### src/rtl/ex_mem_stage.sv
// ex_mem_stage: EX->MEM pipeline register with valid/ready handshaking.
//   SKID=1 : two-entry elastic stage (head + skid), in_ready is registered,
//            so out_ready has no combinational path to in_ready.
//   SKID=0 : single-entry stage, in_ready = !out_valid || out_ready.
// Ports:
//   clk, rst_n           clock, asynchronous active-low reset
//   flush                synchronous squash of every held entry (beats transfers)
//   in_valid / in_ready  EX-side handshake; in_* payload fields
//   out_valid / out_ready MEM-side handshake; out_* fields come from the head entry
//   stall_cnt            saturating count of cycles with out_valid && !out_ready
module ex_mem_stage #(
  parameter int PC_W         = 32,
  parameter int DATA_W       = 32,
  parameter int REGNUM_W     = 5,
  parameter int SKID         = 1,
  parameter int OVF_SUPPRESS = 1,
  parameter int STALL_CNT_W  = 16
) (
  input  logic                   clk,
  input  logic                   rst_n,
  input  logic                   flush,
  input  logic                   in_valid,
  output logic                   in_ready,
  input  logic [PC_W-1:0]        in_pc,
  input  logic                   in_reg_mem_sel,
  input  logic                   in_reg_wr,
  input  logic                   in_mem_en,
  input  logic [DATA_W-1:0]      in_mem_val,
  input  logic [DATA_W-1:0]      in_mem_addr,
  input  logic                   in_overflow,
  input  logic [REGNUM_W-1:0]    in_reg_num,
  output logic                   out_valid,
  input  logic                   out_ready,
  output logic [PC_W-1:0]        out_pc,
  output logic                   out_reg_mem_sel,
  output logic                   out_reg_wr,
  output logic                   out_mem_en,
  output logic [DATA_W-1:0]      out_mem_val,
  output logic [DATA_W-1:0]      out_mem_addr,
  output logic                   out_overflow,
  output logic [REGNUM_W-1:0]    out_reg_num,
  output logic [STALL_CNT_W-1:0] stall_cnt
);

  typedef struct packed {
    logic [PC_W-1:0]     pc;
    logic                reg_mem_sel;
    logic                reg_wr;
    logic                mem_en;
    logic [DATA_W-1:0]   mem_val;
    logic [DATA_W-1:0]   mem_addr;
    logic                overflow;
    logic [REGNUM_W-1:0] reg_num;
  } entry_t;

  typedef enum logic [1:0] {S_EMPTY, S_ONE, S_FULL} state_t;

  state_t                 r_state, w_state_nxt;
  entry_t                 r_head, r_skid, w_head_nxt, w_skid_nxt, w_in_entry;
  logic [STALL_CNT_W-1:0] r_stall;
  logic                   w_in_fire, w_out_fire, w_out_valid, w_in_ready;

  assign w_in_entry = '{pc: in_pc, reg_mem_sel: in_reg_mem_sel, reg_wr: in_reg_wr,
                        mem_en: in_mem_en, mem_val: in_mem_val, mem_addr: in_mem_addr,
                        overflow: in_overflow, reg_num: in_reg_num};

  assign w_out_valid = (r_state != S_EMPTY);
  assign w_in_fire   = in_valid && w_in_ready;
  assign w_out_fire  = w_out_valid && out_ready;

  always_comb begin
    w_state_nxt = r_state;
    w_head_nxt  = r_head;
    w_skid_nxt  = r_skid;
    if (flush) begin
      w_state_nxt = S_EMPTY;
    end else begin
      case (r_state)
        S_EMPTY: begin
          if (w_in_fire) begin
            w_head_nxt  = w_in_entry;
            w_state_nxt = S_ONE;
          end
        end
        S_ONE: begin
          case ({w_in_fire, w_out_fire})
            2'b10: begin
              // Only reachable with SKID=1; SKID=0 never accepts without draining.
              if (SKID != 0) begin
                w_skid_nxt  = w_in_entry;
                w_state_nxt = S_FULL;
              end
            end
            2'b01:   w_state_nxt = S_EMPTY;
            2'b11:   w_head_nxt  = w_in_entry;
            default: ;
          endcase
        end
        S_FULL: begin
          if (w_out_fire) begin
            w_head_nxt  = r_skid;
            w_state_nxt = S_ONE;
          end
        end
        default: w_state_nxt = S_EMPTY;
      endcase
    end
  end

  always_ff @(posedge clk or negedge rst_n) begin
    if (!rst_n) begin
      r_state <= S_EMPTY;
      r_head  <= '0;
      r_skid  <= '0;
      r_stall <= '0;
    end else begin
      r_state <= w_state_nxt;
      r_head  <= w_head_nxt;
      r_skid  <= w_skid_nxt;
      if (w_out_valid && !out_ready && !flush && (r_stall != '1))
        r_stall <= r_stall + 1'b1;
    end
  end

  generate
    if (SKID != 0) begin : g_skid
      logic r_in_ready;
      // Registered ready: derived from the next state so it already reflects
      // this edge's transfers and flush.
      always_ff @(posedge clk or negedge rst_n) begin
        if (!rst_n) r_in_ready <= 1'b0;
        else        r_in_ready <= (w_state_nxt != S_FULL);
      end
      assign w_in_ready = r_in_ready;
    end else begin : g_single
      assign w_in_ready = !w_out_valid || out_ready;
    end
  endgenerate

  assign in_ready        = w_in_ready;
  assign out_valid       = w_out_valid;
  assign out_pc          = r_head.pc;
  assign out_reg_mem_sel = r_head.reg_mem_sel;
  assign out_reg_wr      = r_head.reg_wr && w_out_valid &&
                           !((OVF_SUPPRESS != 0) && r_head.overflow);
  assign out_mem_en      = r_head.mem_en && w_out_valid;
  assign out_mem_val     = r_head.mem_val;
  assign out_mem_addr    = r_head.mem_addr;
  assign out_overflow    = r_head.overflow;
  assign out_reg_num     = r_head.reg_num;
  assign stall_cnt       = r_stall;

endmodule

### config.mk
export PLATFORM = sky130hd
export DESIGN_NAME = ex_mem_stage
export DESIGN_NICKNAME = d
export VERILOG_FILES = /design/src/rtl/ex_mem_stage.sv
export SDC_FILE = /design/constraint.sdc
export NUM_CORES = 1
export LEC_CHECK = 0
export BUFFER_PORTS_ARGS = -buffer_cell sky130_fd_sc_hd__buf_2
export CAP_MARGIN = 5
export CORE_UTILIZATION = 45
export DETAILED_ROUTE_END_ITERATION = 6
export HOLD_SLACK_MARGIN = 0.03
export PLACE_DENSITY = 0.71
export SLEW_MARGIN = 40
export SYNTH_ARGS = -nofsm -noshare
export SYNTH_HDL_FRONTEND = slang
export SYNTH_SLANG_ARGS = --single-unit
### constraint.sdc
create_clock -name clk -period 2.13 [get_ports clk]
set_input_delay 0 -clock clk [delete_from_list [all_inputs] [get_ports clk]]
set_output_delay 0 -clock clk [all_outputs]
set_load 0.05 [all_outputs]
==> results.cfg <==
[clock_network]
post_cts_buffers = 0
clkLatencyLatePin_ns = 0.51
htree_levels = 1
clk_pin_slew_ns = 0.06
cts_root_buf = clkbuf_16
clock-sinks = 229
hold_buffers = 109
clock_path_buffers = 3
cts_tree = done
cts_resized = 0
cts_made_buffers = 25

[worst_setup_path]
cp-end-kind = flop
cp_cell_sequence = nor2_1 > inv_2 > nand2_1 > ha_1 > and3b_4 > buf_12 > mux2_2
critPathKind = reg2reg
critPathRequiredTime_ns = 2.52
crit_path_top_delay_cell = dfrtp_1
critical_path.max_fanout = 40
startpoint_type = flop
cp-endpoint = r_skid[98]$_DFFE_PN0P_
critPathMaxStageDelay_ns = 0.40
crit_start = r_state[0]$_DFF_PN0_
worst_ep_arrival_time_ns = 2.30
ff2ff_path_depth = 7
reg2reg_setup_slack_ns = 0.22
reg2reg_from = r_state[0]$_DFF_PN0_
r2r_end = r_skid[98]$_DFFE_PN0P_

[placed_design]
gp_congestion = 0.747
dp_hpwl_mm = 14.1
io_buffers = 232
postPlaceCellArea_um2 = 11300
pre_cts_ws_ns = 0.227

[global_routing]
grt_max_degree = 93
grt_pass1_vias = 7392
grt_usage = 0.193
grt_overflow_total = 0
antenna_found_initial = 2
grt_pass1_wl_mm = 37.1

[floorplan]
die_y_um = 154
core_area_um2 = 22700
die_x_um = 154
ios = 233
design.die.area_um2 = 23800
num_rows = 55
start_util = 0.459

[timing]
clock.fmax_mhz = 523
period_share = 0.897
slew_headroom = 0.610
hold_violations = 0
fin_hold_ws_ns = 0.0327
min_period_ns = 1.91
worst_pin_slew_ns = 0.586
drv_slew = 0
skew_ns = 0.00661
setup_viol = 0
fin_ws_ns = 0.219
rsz0062_at_grt = no

[finish]
final_area_um2 = 13200
fin_util = 0.579
syn2layout_area_growth_pct = 26.2
drive_above_1_share = 0.364
fin_nets = 1230

[flow_run]
max_cap_violations = 0

[route]
drtAntennaViolNets = 0
wirelength_mm = 22.6
viasPerCell = 4.98
drt_iter0_markers = 247
via_count = 7069
wire_per_inst_um = 16.0
drt_first_pass_iters = 4
drcViolationCount = 0

[logic_synthesis]
syn_area_per_cell_um2 = 11.9
ys_seq_area_frac = 0.550
synthArstFlopShare = 1.00
synth_edf_count = 0
synth_seq_cells = 229
synth_cell_types = 33
ys.flop_type = dfrtp_1
yosys_warnings = 0
netlist_area_um2 = 10400
synthCells = 874
syn-num-nets = 987

[power_and_ir_drop]
p_leak_uw = 0.00659
powerDensity_nw_per_um2 = 1140
ir_worst_vdd_mv = 0.700

[min_path]
hold_path.class = in2async

[status]
status = finished clean
==> sequential cells by signal, summed over array words and instances (netlist names) <==
| register | flops |
|---|---|
| r_skid | 105 |
| out_mem_addr | 32 |
| out_mem_val | 32 |
| out_pc | 32 |
| stall_cnt | 16 |
| out_reg_num | 5 |
| r_head | 2 |
| r_state | 2 |
| in_ready | 1 |
| out_overflow | 1 |
| out_reg_mem_sel | 1 |
==> metrics by stage <==
| step | total power [uW] | std cells | setup TNS, ns |
|---|---|---|---|
| global placement | 10500 | 1266 | 0 |
| finish | 15000 | 1419 | 0 |
| global route | 15700 | 1419 | 0 |
| floorplan | 10100 | 874 | -0.00336 |
| CTS | 15100 | 1418 | 0 |
| detailed placement | 10700 | 1266 | 0 |
==> how the worst min path moves through the flow <==
stage	from	to	slack (ns)	cells after the start
6_report	rst_n	out_mem_val[24]$_DFFE_PN0P_	0.03	2
3_3_place_gp	rst_n	out_mem_val[24]$_DFFE_PN0P_	0.01	1
3_5_place_dp	rst_n	r_skid[62]$_DFFE_PN0P_	0.02	1
5_1_grt	rst_n	out_mem_val[24]$_DFFE_PN0P_	0.07	2
4_1_cts	rst_n	out_mem_val[24]$_DFFE_PN0P_	0.04	2
2_1_floorplan	rst_n	in_ready$_DFF_PN0_	-0.30	0
==> synth_stat cells (all sizes together), types with 2 or more instances <==
master  number  area (um^2)
nor3         5         35.0
and3         2         12.5
inv          6         22.5
nand2       10         37.5
dfrtp      229         5730
xor2        11         96.3
nor4         3         31.3
nand3b       2         15.0
buf        149         1040
mux2i      105         1050
xnor2        3         26.3
nor2b        3         18.8
or3          2         12.5
mux2       106         1190
ha           3         37.5
nor2       114          428
nand3        6         35.0
a21oi      107          536
==> cell type report <==
| class | count | area, um^2 |
|---|---|---|
| Fill cell | 1867 | 9550 |
| Sequential cell | 229 | 5730 |
| Multi-Input combinational cell | 490 | 3650 |
| Timing Repair Buffer | 365 | 2590 |
| Clock buffer | 33 | 696 |
| Tap cell | 285 | 357 |
| Clock inverter | 10 | 103 |
| Inverter | 6 | 22.5 |
| Antenna cell | 1 | 2.50 |
==> layout by cell type (no fill, tap or decap), types with 2 or more instances in the layout <==
cell	synthesis	routed
clkbuf_1	0	4
nand3_1	5	5
inv_1	5	4
clkinv_2	0	7
ha_1	3	3
nand3b_1	2	2
dlygate4sd3_1	0	109
or3_1	2	2
buf_4	102	12
xnor2_1	3	3
mux2i_1	105	105
inv_2	1	2
nand2_1	10	10
buf_2	40	231
a21oi_1	107	106
xor2_1	11	11
bufinv_16	0	2
mux2_2	105	105
nor2_1	114	114
and3_1	2	2
nor4_2	2	2
nor2b_1	3	3
nor3_1	3	3
buf_12	0	12
dfrtp_1	229	228
nor3_2	2	2
clkbuf_8	0	4
clkbuf_16	0	25
==> cell families after synthesis <==
group	synth area share
xor+xnor	0.0118
compound gates	0.0547
flops	0.550
simple gates	0.0628
mux	0.215
buf+inv	0.102
fa+ha+maj	0.00360
==> power by group <==
| part | internal, uW | switching [uW] | total (uW) |
|---|---|---|---|
| sequential | 5610 | 678 | 6290 |
| combinational | 1540 | 2950 | 4490 |
| clock | 2520 | 1670 | 4190 |
==> routing by layer <==
metal / track usage / wire, um / share of wire / up-vias
met4: 0.0500 / 394 / 0.017 / 2
li1: - / - / - / 3381
met1: 0.231 / 9530 / 0.42 / 3456
met5: 0 / 8 / 0.00035 / -
met3: 0.0474 / 1520 / 0.067 / 37
met2: 0.345 / 11200 / 0.49 / 193
==> critical path, delay by kind of cell (launching register included) <==
family | cells | cell delay (ns)
and+or+nand+nor | 3 | 0.52
adders and majority gates | 1 | 0.17
buffers and inverters | 2 | 0.30
DFF | 1 | 0.40
muxes | 1 | 0.37
(Power assumes the default switching activity.)
